`config.mk`:
```
export PLATFORM = sky130hd
export DESIGN_NAME = logic_op_sequencer_flat
export DESIGN_NICKNAME = d
export VERILOG_FILES = /design/src/rtl/logic_seq_pkg.sv /design/src/rtl/logic_op_sequencer_if.sv /design/src/rtl/logic_seq_decode.sv /design/src/rtl/logic_op_sequencer.sv /design/src/flat_wrapper.sv
export SDC_FILE = /design/constraint.sdc
export NUM_CORES = 1
export LEC_CHECK = 0
export CAP_MARGIN = 5
export CORE_ASPECT_RATIO = 1.2
export CORE_UTILIZATION = 45
export CTS_CLUSTER_DIAMETER = 80
export DETAILED_ROUTE_END_ITERATION = 10
export PLACE_DENSITY_LB_ADDON = 0.12
export SETUP_SLACK_MARGIN = 0.5
export SYNTH_ARGS = -nofsm -noshare
export SYNTH_HDL_FRONTEND = slang
export SYNTH_SLANG_ARGS = --single-unit
```
`constraint.sdc`:
```
create_clock -name clk -period 1.9 [get_ports clk]
set_clock_uncertainty 0.2 [all_clocks]
set_input_delay 0.38 -clock clk [delete_from_list [all_inputs] [get_ports clk]]
set_output_delay 0.38 -clock clk [all_outputs]
set_load 0.1 [all_outputs]
```
`src/rtl/logic_seq_pkg.sv`:
```
// Shared constants and state encoding for the logic-op sequencer slice.
package logic_seq_pkg;

   localparam int unsigned REG_SEL_W = 4;

   localparam logic [2:0] OP_AND = 3'b000;
   localparam logic [2:0] OP_OR  = 3'b001;
   localparam logic [2:0] OP_XOR = 3'b010;
   localparam logic [2:0] OP_NOT = 3'b011;

   typedef enum logic [2:0] {
      IDLE,
      TY,
      TZ,
      TWB,
      FIN
   } state_t;

endpackage

```
`src/rtl/logic_op_sequencer_if.sv`:
```
// Request and bus-control bundle between the control unit and the sequencer.
interface logic_op_sequencer_if
   import logic_seq_pkg::*;
#(
   parameter int unsigned REG_SEL_W = logic_seq_pkg::REG_SEL_W
);
   logic                 start;
   logic [2:0]           op;
   logic [REG_SEL_W-1:0] ra;
   logic [REG_SEL_W-1:0] rb;
   logic [REG_SEL_W-1:0] rc;

   logic                 reg_out_en;
   logic [REG_SEL_W-1:0] reg_out_sel;
   logic                 reg_in_en;
   logic [REG_SEL_W-1:0] reg_in_sel;
   logic                 y_in;
   logic                 z_in;
   logic                 z_lo_out;
   logic [2:0]           alu_op;
   logic                 busy;
   logic                 done;
   logic                 err;

   modport master (
      output start, op, ra, rb, rc,
      input  reg_out_en, reg_out_sel, reg_in_en, reg_in_sel,
      input  y_in, z_in, z_lo_out, alu_op, busy, done, err
   );

   modport slave (
      input  start, op, ra, rb, rc,
      output reg_out_en, reg_out_sel, reg_in_en, reg_in_sel,
      output y_in, z_in, z_lo_out, alu_op, busy, done, err
   );

endinterface

```
`src/rtl/logic_seq_decode.sv`:
```
// Classifies a logic opcode as legal and/or unary (NOT).
module logic_seq_decode
   import logic_seq_pkg::*;
(
   input  logic [2:0] op,
   output logic       is_legal,
   output logic       is_unary
);

   always_comb begin
      is_legal = 1'b0;
      is_unary = 1'b0;
      case (op)
         OP_AND, OP_OR, OP_XOR: is_legal = 1'b1;
         OP_NOT: begin
            is_legal = 1'b1;
            is_unary = 1'b1;
         end
         default: ;
      endcase
   end

endmodule

```
`src/rtl/logic_op_sequencer.sv`:
```
// T-step sequencer for AND/OR/XOR/NOT over the shared bus.
// Optional LOGIC_SEQ_STALL_EN adds a stall input that freezes TY/TZ/TWB.
module logic_op_sequencer
   import logic_seq_pkg::*;
(
   input  logic                   clk,
   input  logic                   rst_n,
`ifdef LOGIC_SEQ_STALL_EN
   input  logic                   stall,
`endif
   logic_op_sequencer_if.slave    seq
);

   state_t                 state;
   logic [2:0]             op_q;
   logic [REG_SEL_W-1:0]   ra_q;
   logic [REG_SEL_W-1:0]   rc_q;

   logic                   reg_out_en_r;
   logic [REG_SEL_W-1:0]   reg_out_sel_r;
   logic                   reg_in_en_r;
   logic [REG_SEL_W-1:0]   reg_in_sel_r;
   logic                   y_in_r;
   logic                   z_in_r;
   logic                   z_lo_out_r;
   logic [2:0]             alu_op_r;
   logic                   busy_r;
   logic                   done_r;
   logic                   err_r;

   logic                   is_legal;
   logic                   is_unary;
   logic                   hold;

   logic_seq_decode u_decode (
      .op       (seq.op),
      .is_legal (is_legal),
      .is_unary (is_unary)
   );

`ifdef LOGIC_SEQ_STALL_EN
   assign hold = stall && (state inside {TY, TZ, TWB});
`else
   assign hold = 1'b0;
`endif

   // Outputs are computed for the state being entered, so each T-step's
   // controls are visible for exactly the cycle that state is occupied.
   always_ff @(posedge clk or negedge rst_n) begin
      if (!rst_n) begin
         state         <= IDLE;
         op_q          <= '0;
         ra_q          <= '0;
         rc_q          <= '0;
         reg_out_en_r  <= 1'b0;
         reg_out_sel_r <= '0;
         reg_in_en_r   <= 1'b0;
         reg_in_sel_r  <= '0;
         y_in_r        <= 1'b0;
         z_in_r        <= 1'b0;
         z_lo_out_r    <= 1'b0;
         alu_op_r      <= '0;
         busy_r        <= 1'b0;
         done_r        <= 1'b0;
         err_r         <= 1'b0;
      end else if (!hold) begin
         reg_out_en_r  <= 1'b0;
         reg_out_sel_r <= '0;
         reg_in_en_r   <= 1'b0;
         reg_in_sel_r  <= '0;
         y_in_r        <= 1'b0;
         z_in_r        <= 1'b0;
         z_lo_out_r    <= 1'b0;
         alu_op_r      <= '0;
         busy_r        <= 1'b0;
         done_r        <= 1'b0;
         err_r         <= 1'b0;
         case (state)
            IDLE: begin
               if (seq.start) begin
                  op_q   <= seq.op;
                  ra_q   <= seq.ra;
                  rc_q   <= seq.rc;
                  busy_r <= 1'b1;
                  if (!is_legal) begin
                     state  <= FIN;
                     done_r <= 1'b1;
                     err_r  <= 1'b1;
                  end else if (is_unary) begin
                     // NOT skips Y: the single source goes straight to the logic unit.
                     state         <= TZ;
                     reg_out_en_r  <= 1'b1;
                     reg_out_sel_r <= seq.rb;
                     z_in_r        <= 1'b1;
                     alu_op_r      <= seq.op;
                  end else begin
                     state         <= TY;
                     reg_out_en_r  <= 1'b1;
                     reg_out_sel_r <= seq.rb;
                     y_in_r        <= 1'b1;
                  end
               end
            end
            TY: begin
               state         <= TZ;
               busy_r        <= 1'b1;
               reg_out_en_r  <= 1'b1;
               reg_out_sel_r <= rc_q;
               z_in_r        <= 1'b1;
               alu_op_r      <= op_q;
            end
            TZ: begin
               state        <= TWB;
               busy_r       <= 1'b1;
               z_lo_out_r   <= 1'b1;
               reg_in_en_r  <= 1'b1;
               reg_in_sel_r <= ra_q;
            end
            TWB: begin
               state  <= FIN;
               busy_r <= 1'b1;
               done_r <= 1'b1;
            end
            FIN: begin
               state <= IDLE;
            end
            default: begin
               state <= IDLE;
            end
         endcase
      end
   end

   assign seq.reg_out_en  = reg_out_en_r;
   assign seq.reg_out_sel = reg_out_sel_r;
   assign seq.reg_in_en   = reg_in_en_r;
   assign seq.reg_in_sel  = reg_in_sel_r;
   assign seq.y_in        = y_in_r;
   assign seq.z_in        = z_in_r;
   assign seq.z_lo_out    = z_lo_out_r;
   assign seq.alu_op      = alu_op_r;
   assign seq.busy        = busy_r;
   assign seq.done        = done_r;
   assign seq.err         = err_r;

endmodule

```
`src/flat_wrapper.sv`:
```
// flat-port wrapper written by rule: the top's interface ports become plain ports
module logic_op_sequencer_flat import logic_seq_pkg::*;
  (clk, rst_n, seq_start, seq_op, seq_ra, seq_rb, seq_rc, seq_reg_out_en, seq_reg_out_sel, seq_reg_in_en, seq_reg_in_sel, seq_y_in, seq_z_in, seq_z_lo_out, seq_alu_op, seq_busy, seq_done, seq_err);
  logic_op_sequencer_if #(.REG_SEL_W(4)) seq_i ();
  input  logic clk;
  input  logic rst_n;
  input wire logic [$bits(seq_i.start)-1:0] seq_start;
  input wire logic [$bits(seq_i.op)-1:0] seq_op;
  input wire logic [$bits(seq_i.ra)-1:0] seq_ra;
  input wire logic [$bits(seq_i.rb)-1:0] seq_rb;
  input wire logic [$bits(seq_i.rc)-1:0] seq_rc;
  output wire logic [$bits(seq_i.reg_out_en)-1:0] seq_reg_out_en;
  output wire logic [$bits(seq_i.reg_out_sel)-1:0] seq_reg_out_sel;
  output wire logic [$bits(seq_i.reg_in_en)-1:0] seq_reg_in_en;
  output wire logic [$bits(seq_i.reg_in_sel)-1:0] seq_reg_in_sel;
  output wire logic [$bits(seq_i.y_in)-1:0] seq_y_in;
  output wire logic [$bits(seq_i.z_in)-1:0] seq_z_in;
  output wire logic [$bits(seq_i.z_lo_out)-1:0] seq_z_lo_out;
  output wire logic [$bits(seq_i.alu_op)-1:0] seq_alu_op;
  output wire logic [$bits(seq_i.busy)-1:0] seq_busy;
  output wire logic [$bits(seq_i.done)-1:0] seq_done;
  output wire logic [$bits(seq_i.err)-1:0] seq_err;
  assign seq_i.start = seq_start;
  assign seq_i.op = seq_op;
  assign seq_i.ra = seq_ra;
  assign seq_i.rb = seq_rb;
  assign seq_i.rc = seq_rc;
  assign seq_reg_out_en = seq_i.reg_out_en;
  assign seq_reg_out_sel = seq_i.reg_out_sel;
  assign seq_reg_in_en = seq_i.reg_in_en;
  assign seq_reg_in_sel = seq_i.reg_in_sel;
  assign seq_y_in = seq_i.y_in;
  assign seq_z_in = seq_i.z_in;
  assign seq_z_lo_out = seq_i.z_lo_out;
  assign seq_alu_op = seq_i.alu_op;
  assign seq_busy = seq_i.busy;
  assign seq_done = seq_i.done;
  assign seq_err = seq_i.err;
  logic_op_sequencer u_core (.clk(clk), .rst_n(rst_n), .seq(seq_i));
endmodule
```
* After elaboration in Yosys (flattened, before gate mapping)
Index checks and enable logic that the tools add are counted.
Storage, ports and cells: flip-flop bits (word level) 32, bits in latches 0, memory bits (writable) 0, memory bits (read-only) 0, input bits 18, word-level logic and storage cells 58, memories 0
Operators by class: add/subtract/negate cells 0, $mul 0, div/mod/pow operators 0, magnitude comparators 0, equal/unequal tests 7, shift operators 0, multiplexer cells 32, bitwise gates (word level) 0, reductions and logical operators 5
Operators by type and width (count):
- 1-bit 2-to-1 mux | 16
- 3-bit 2-to-1 mux | 5
- 3-bit by 2-bit == test with 1-bit output (second input constant) | 4
- 4-bit 2-to-1 mux | 3
- 3-bit case mux with 4 select lines | 1
- 1-bit case mux with 2 select lines | 4
- 4-bit case mux with 2 select lines | 1
- 3-bit by 1-bit == test with 1-bit output (second input constant) | 2
- 3-bit logical NOT | 2
- 3-bit case mux with 2 select lines | 1
- 4-bit OR reduction | 1
- 3-bit OR reduction | 1
- 2-bit 2-to-1 mux | 1
- 2-bit inequality test (second input constant) | 1
- 2-bit AND reduction | 1

* Logic depth before layout (Yosys ltp)
Gate-level depths: netlist of the first run.
word-level depth 6, gate-level depth with buffers 5, mapped depth without buffers 3

* Hierarchy
A second synthesis of the first run with hierarchy kept.
Unflattened totals: cell total of the unflattened synthesis 88, area total of the unflattened synthesis 1278.7 µm²
Modules (own cells, without submodules):
- logic_op_sequencer | instances 1, cells each 86, area each 1266.2 µm², seq. area each 800.8 µm²
- logic_seq_decode | instances 1, cells each 2, area each 12.5 µm², seq. area each 0.0 µm²

* Worst setup path before layout of the first run
Ideal clock, no wire load.
path kind reg2out, start point register u_core.seq.reg_in_en (netlist name), end point output port seq_z_lo_out, arrival time 1.324 ns, slack -0.004 ns, cell stages (with the launch flop) 2, cell sequence dfrtp_1 -> buf_4
RTL lines:
- to (decl) | RTL line flat_wrapper.sv:18 | output wire logic [$bits(seq_i.z_lo_out)-1:0] seq_z_lo_out;

* Worst setup path after layout of the first run
start point register u_core.state[1], end point register u_core.op_q[0]
On the way: cells in the longest elaborated chain, start to end 2
RTL lines:
- from (decl) | RTL line logic_op_sequencer.sv:14 | state_t state;
- from (signal assigned) | RTL line logic_op_sequencer.sv:51 | state <= IDLE;
- from (signal assigned) | RTL line logic_op_sequencer.sv:86 | state <= FIN;
- from (signal assigned) | RTL line logic_op_sequencer.sv:91 | state <= TZ;
- 3-bit logical NOT | RTL line logic_op_sequencer.sv:78 | case (state)
- 2-bit AND reduction (no source line)
- to (signal assigned) | RTL line logic_op_sequencer.sv:81 | op_q <= seq.op;
- to (decl) | RTL line logic_op_sequencer.sv:15 | logic [2:0] op_q;
No other way between the ends. A chain may end at the register's enable or synchronous reset.

==> results of run 1 <==
routing by layer:
| layer | track usage | share of wire |
|---|---|---|
| met2 | 0.331 | 0.48 |
| met1 | 0.287 | 0.43 |
| met4 | 0.126 | 0.022 |
| met5 | 0 | 0 |
| met3 | 0.0801 | 0.065 |
repair_timing:
action | CTS | global route
endpoints found under the hold margin | 0 | 0
gates cloned | 1 | 0
setup endpoints to repair | 42 | 45
pin swaps | 1 | 5
buffers inserted | 6 | 0
gates resized for setup | 19 | 7
cell type report:
cell class              count  area [um^2]
clock buffers               8         68.8
fillers                   149          497
multi-input cells          45          442
flip-flops and latches     32          826
well taps                  33         41.3
repair buffers             49          653
stage by stage:
stage,hold slack (ps),TNS [ps]
after CTS,235,0
after detailed placement,270,-1450
final,226,0
after global routing,232,0
after floorplan,-116,0
after global placement,254,-609
cell families after synthesis:
family                 Yosys count  share of synthesized area
flip-flops                      32                      0.666
buffers and inverters            6                     0.0354
multiplexers                    11                      0.103
AND/OR/NAND/NOR                 21                      0.117
AO/OA/AOI/OAI                   12                     0.0791
registers in the layout, indices dropped and copies added, names as in the netlist, 3 cells and up:
name                    flops
u_core.ra_q                 4
u_core.seq.reg_in_sel       4
u_core.rc_q                 4
u_core.seq.alu_op           3
u_core.op_q                 3
u_core.seq.reg_out_sel      4
u_core.state                3
worst max path at each step:
| stage | from | to | cells after the start |
|---|---|---|---|
| after floorplan | u_core.state[0]$_DFFE_PN0P_ | u_core.op_q[0]$_DFFE_PN0P_ | 4 |
| final | u_core.state[1]$_DFFE_PN0P_ | u_core.op_q[0]$_DFFE_PN0P_ | 3 |
| after detailed placement | seq_start | u_core.ra_q[3]$_DFFE_PN0P_ | 4 |
| after CTS | u_core.state[1]$_DFFE_PN0P_ | u_core.rc_q[2]$_DFFE_PN0P_ | 3 |
| after global routing | u_core.state[1]$_DFFE_PN0P_ | u_core.ra_q[3]$_DFFE_PN0P_ | 3 |
| after global placement | seq_start | u_core.op_q[1]$_DFFE_PN0P_ | 4 |
critical path: cells and delay by family (launching register included):
family        cells  cell delay [ps]
buf+inv           1              220
simple gates      1              360
flops             1              440
mux               1              300
synth_stat cells (all sizes together):
cell,instances
mux2,11
nand2,2
nand3,1
a311oi,1
and2,4
dfrtp,32
nor2,3
a32o,2
nor4b,1
buf,5
a22o,4
clkbuf,1
or2,1
nor2b,1
nor3b,1
and3,4
a211oi,1
nor3,2
and2b,1
a21oi,3
a31o,1
==> metrics.txt, run 1 <==
die height=58.6 um; routed wire length=2760 um; CTS Hold Buffers Added=0; clock tree buffer depth=2; critical path launch point type=flip-flop; Area Overhead vs Synth=68.9%; largest net degree at the start of global routing=33; gpl congestion=0.760; maxcap violations=0; slowest cell delay on critical path=440 ps; clk root buf=clkbuf_4; Post-Layout Cell Count=167; Remaining DRCs=0; reg2reg end=u_core.op_q[0]$_DFFE_PN0P_; Remaining Overflow, GRT=0; largest area contributor in the netlist=dfrtp_1; setup violators final=0; critical path peak fanout=4; post-synth net total=100; Yosys reg bits=32; Synth Warn #=0; R2R setup slack=270 ps; Worst Slack Setup Final=266 ps; DR vias/cell=5.34; clock slew seen by the registers of the worst setup and hold paths=100 ps; Boundary Pins=37; Reg-to-Reg Start=u_core.state[1]$_DFFE_PN0P_; TritonRoute pass-1 iters=6; share of the synthesized area in the top cell type=0.666; share of the yosys chip area belonging to registers=0.666; commonest non-fill, non-tap cell in the layout=dfrtp_2; Fmax achieved=612 MHz; drt first-iter violations=10; total global-route track usage=0.224; IO buf count=36; reg2reg path depth=3; initial antenna violation count=0; Mapped Area=1200 um^2; worst-path cell chain=nor4b_4 > buf_4 > mux2_4; vias in the first global route=916; Rel. slew slack=0.738; die area=2880 um^2; Skew-Pair Late Insertion Delay=330 ps; critical path's slowest cell=dfrtp_2; Slew @ Worst Pin=392 ps; placed cells=152; Crit. End Element=flip-flop; ranking of synthesized cells by area=dfrtp_1 67%, mux2_1 8.4%, a22o_1 2.9%; Pins Over Slew Limit=0; WP data required=1910 ps; nets@finish=151; Distinct cells, synth=24; outcome=finished, final reports clean; final antenna-violating net count=0; Synth Area per Inst=14.7 um^2; die extent in x=49.2 um; Post-DP Area=1830 um^2; CP Class=flip-flop to flip-flop; period utilisation layout=0.860; HP Class=input pin to async pin; first-pass GRT wire length=4520 um; Final Cell Area=2030 um^2; share of layout cells above drive strength 1=0.597; clk sinks=32; worst path arrival time=1650 ps; Setup WS pre-CTS=-107 ps; final hold vios=0; post-DR wirelength/cell=16.5 um; vias=892; CTS buffer count=5; most frequent cells in the layout=20 x dfrtp_2, 19 x buf_12, 15 x clkdlybuf4s50_1; Final Core Density=0.803; n_diodes=0; CTS tree=yes; Post-Syn Instances=82; post-DP HPWL=1620 um; core area=2530 um^2; row count=20; H-tree Lvls=2; Starting Density=0.476; RSZ-0062 raised after global routing=true; crit path time final=1630 ps
Power of run 1 is not shown: default switching activity piles up to over one toggle a cycle in this logic, so the estimate is an artifact.
==> inputs of run 2 (changes only) <==
--- a/config.mk
+++ b/config.mk
@@ -7,11 +7,13 @@
 export LEC_CHECK = 0
 export CAP_MARGIN = 5
 export CORE_ASPECT_RATIO = 1.2
-export CORE_UTILIZATION = 45
+export CORE_MARGIN = 3
+export CORE_UTILIZATION = 46
 export CTS_CLUSTER_DIAMETER = 80
 export DETAILED_ROUTE_END_ITERATION = 10
 export PLACE_DENSITY_LB_ADDON = 0.12
 export SETUP_SLACK_MARGIN = 0.5
 export SYNTH_ARGS = -nofsm -noshare
 export SYNTH_HDL_FRONTEND = slang
+export SYNTH_HIERARCHICAL = 1
 export SYNTH_SLANG_ARGS = --single-unit
==> metrics.txt, run 2 <==
slowest cell delay on critical path=430 ps (about the same); routed wire length=3460 um (+25%); met3 Use GR=0.0653 (-0.0148); worst path arrival time=1670 ps (+20 ps); Synth Area per Inst=14.5 um^2 (-0.90%); count leader, synth=dfrtp_1; busiest layer in global routing=met2; Main synth FF type=dfrtp_1; clk sinks=32 (unchanged); outcome=finished, final reports clean; CTS buffer count=5 (unchanged); DR vias/cell=5.41 (+1.3%); Remaining Overflow, GRT=0 (unchanged); die area=3450 um^2 (+20%); CP Class=flip-flop to flip-flop; Remaining DRCs=0 (unchanged); critical path's slowest cell=dfrtp_1; met2 Use GR=0.311 (-0.0193); Crit. End Element=flip-flop; Boundary Pins=37 (unchanged); setup violators final=0 (unchanged); Fmax achieved=605 MHz (-1.2%); clock tree buffer depth=2 (unchanged); Async S/R FF share, synth=1.00 (unchanged); Slew @ Worst Pin=410 ps (+17.5 ps); crit path time final=1650 ps (+19.1 ps); share of the yosys chip area belonging to registers=0.626 (-0.0397); vias=969 (+8.6%); clock slew seen by the registers of the worst setup and hold paths=100 ps (about the same); delay-heaviest family, CP=flip-flops; WP data required=1910 ps (about the same); Starting Density=0.491 (+0.0156); row count=20 (unchanged); HP Class=input pin to async pin; largest area contributor in the netlist=dfrtp_1; Distinct cells, synth=27 (+13%); Reg-to-Reg Start=u_core/state[2]$_DFFE_PN0P_; ranking of synthesized cells by area=dfrtp_1 63%, mux2_4 5.9%, mux2_2 5.3%; Mapped Area=1280 um^2 (+6.3%); post-synth net total=106 (+6.0%); share of layout cells above drive strength 1=0.630 (+0.0331); Post-Layout Cell Count=179 (+7.2%); H-tree Lvls=2 (unchanged); post-DP HPWL=1810 um (+12%); post-DR wirelength/cell=19.3 um (+17%); vias in the first global route=1023 (+12%); die extent in x=54.1 um (+10%); drt first-iter violations=23 (+13); Final Core Density=0.858 (+0.0547); initial antenna violation count=0 (unchanged); Synth Warn #=6 (+6); maxcap violations=0 (unchanged); Commonest cells post-synth=32 x dfrtp_1, 6 x mux2_2, 5 x mux2_4; core area=2600 um^2 (+3.0%); Setup TNS=0 ps (unchanged); total global-route track usage=0.194 (-0.0300); first-pass GRT wire length=4790 um (+6.0%); crit path buf inv count=2 (+1); Area Overhead vs Synth=74.7%; grt met1 use=0.225 (-0.0621); gpl congestion=0.726 (-4.5%); die height=63.8 um (+8.8%); n_diodes=0 (unchanged); period utilisation layout=0.870 (+0.0101); critical path launch point type=flip-flop; Rel. slew slack=0.727 (-0.0117); most frequent cells in the layout=21 x buf_12, 18 x dfrtp_2, 14 x dfrtp_1; Yosys reg bits=32 (unchanged); final hold vios=0 (unchanged); nets@finish=163 (+7.9%); Skew-Pair Late Insertion Delay=330 ps (about the same); CTS tree=yes; commonest non-fill, non-tap cell in the layout=buf_12; placed cells=159 (+4.6%); largest net degree at the start of global routing=33 (unchanged); Post-synth EDFFs=0 (unchanged); worst-path cell chain=nor4b_4 > buf_4 > buf_6 > mux2_4; IO buf count=36 (unchanged); TritonRoute pass-1 iters=4 (-2); critical path peak fanout=4 (unchanged); RSZ-0062 raised after global routing=true; Post-Syn Instances=88 (+7.3%); final antenna-violating net count=0 (unchanged); Pins Over Slew Limit=0 (unchanged); clk root buf=clkbuf_4; fill count=125 (-16%); share of the synthesized area in the top cell type=0.626 (-0.0397); crit path launch=u_core/state[2]$_DFFE_PN0P_
==> run 2: cell count changes after synthesis, sizes merged, moves of 2 or more <==
cell	before	now
o2bb2ai	0	4
and3b	0	3
nand2b	0	4
and2	4	2
a22o	4	0
==> run 2: cell type report <==
class | count | area, um^2 | share of cell area
clock inverters | 2 | 10.0 | 0.00448
clock buffers | 6 | 51.3 | 0.0230
inverters | 1 | 3.75 | 0.00168
repair buffers | 56 | 764 | 0.342
well taps | 33 | 41.3 | 0.0185
multi-input cells | 49 | 539 | 0.241
flip-flops and latches | 32 | 823 | 0.369
==> run 2: metrics by stage <==
| stage | worst slack, ps | hold slack, ps | area (um^2) |
|---|---|---|---|
| final | 247 | 242 | 2230 |
| after global routing | 221 | 238 | 2230 |
| after CTS | 266 | 243 | 2100 |
| after detailed placement | -125 | 277 | 1920 |
| after global placement | -99.8 | 268 | 1920 |
| after floorplan | 163 | -116 | 1310 |
==> run 2: path summary, 6_finish.rpt <==
| path | cells after the start | slack, ps | to |
|---|---|---|---|
| max | 4 | 250 | u_core/rc_q[3]$_DFFE_PN0P_ |
| min | 2 | 240 | u_core/ra_q[0]$_DFFE_PN0P_ |
| max reg2reg | 4 | 250 | u_core/rc_q[3]$_DFFE_PN0P_ |
| min reg2reg | 1 | 320 | u_core/seq.reg_out_sel[0]$_DFF_PN0_ |
| max in group asynchronous | 2 | 920 | u_core/seq.reg_out_sel[0]$_DFF_PN0_ |
| min in group clk | 2 | 280 | u_core/op_q[1]$_DFFE_PN0P_ |
==> run 2: cell families (layout without fill, tap and decap cells) <==
family | after synthesis | count (layout) | synth area share
buffers and inverters | 7 | 65 | 0.0362
and+or+nand+nor | 24 | 24 | 0.140
DFF | 32 | 32 | 0.626
AOI/OAI and AO/OA | 14 | 14 | 0.0861
muxes | 11 | 11 | 0.112
==> run 2: layer usage <==
metal / vias to the layer above / share of wire
met5: - / 0
met4: 0 / 0.027
met3: 8 / 0.051
met2: 39 / 0.52
met1: 492 / 0.41
li1: 430 / -
==> run 2: what timing repair did <==
action	CTS	global route
endpoints found under the hold margin	0	0
setup buffers	6	5
resized for setup	20	14
hold buffers	0	0
pin swaps	6	6
endpoints found under the setup margin	42	46
gates cloned	0	1
Power of run 2 is left out for the same reason.
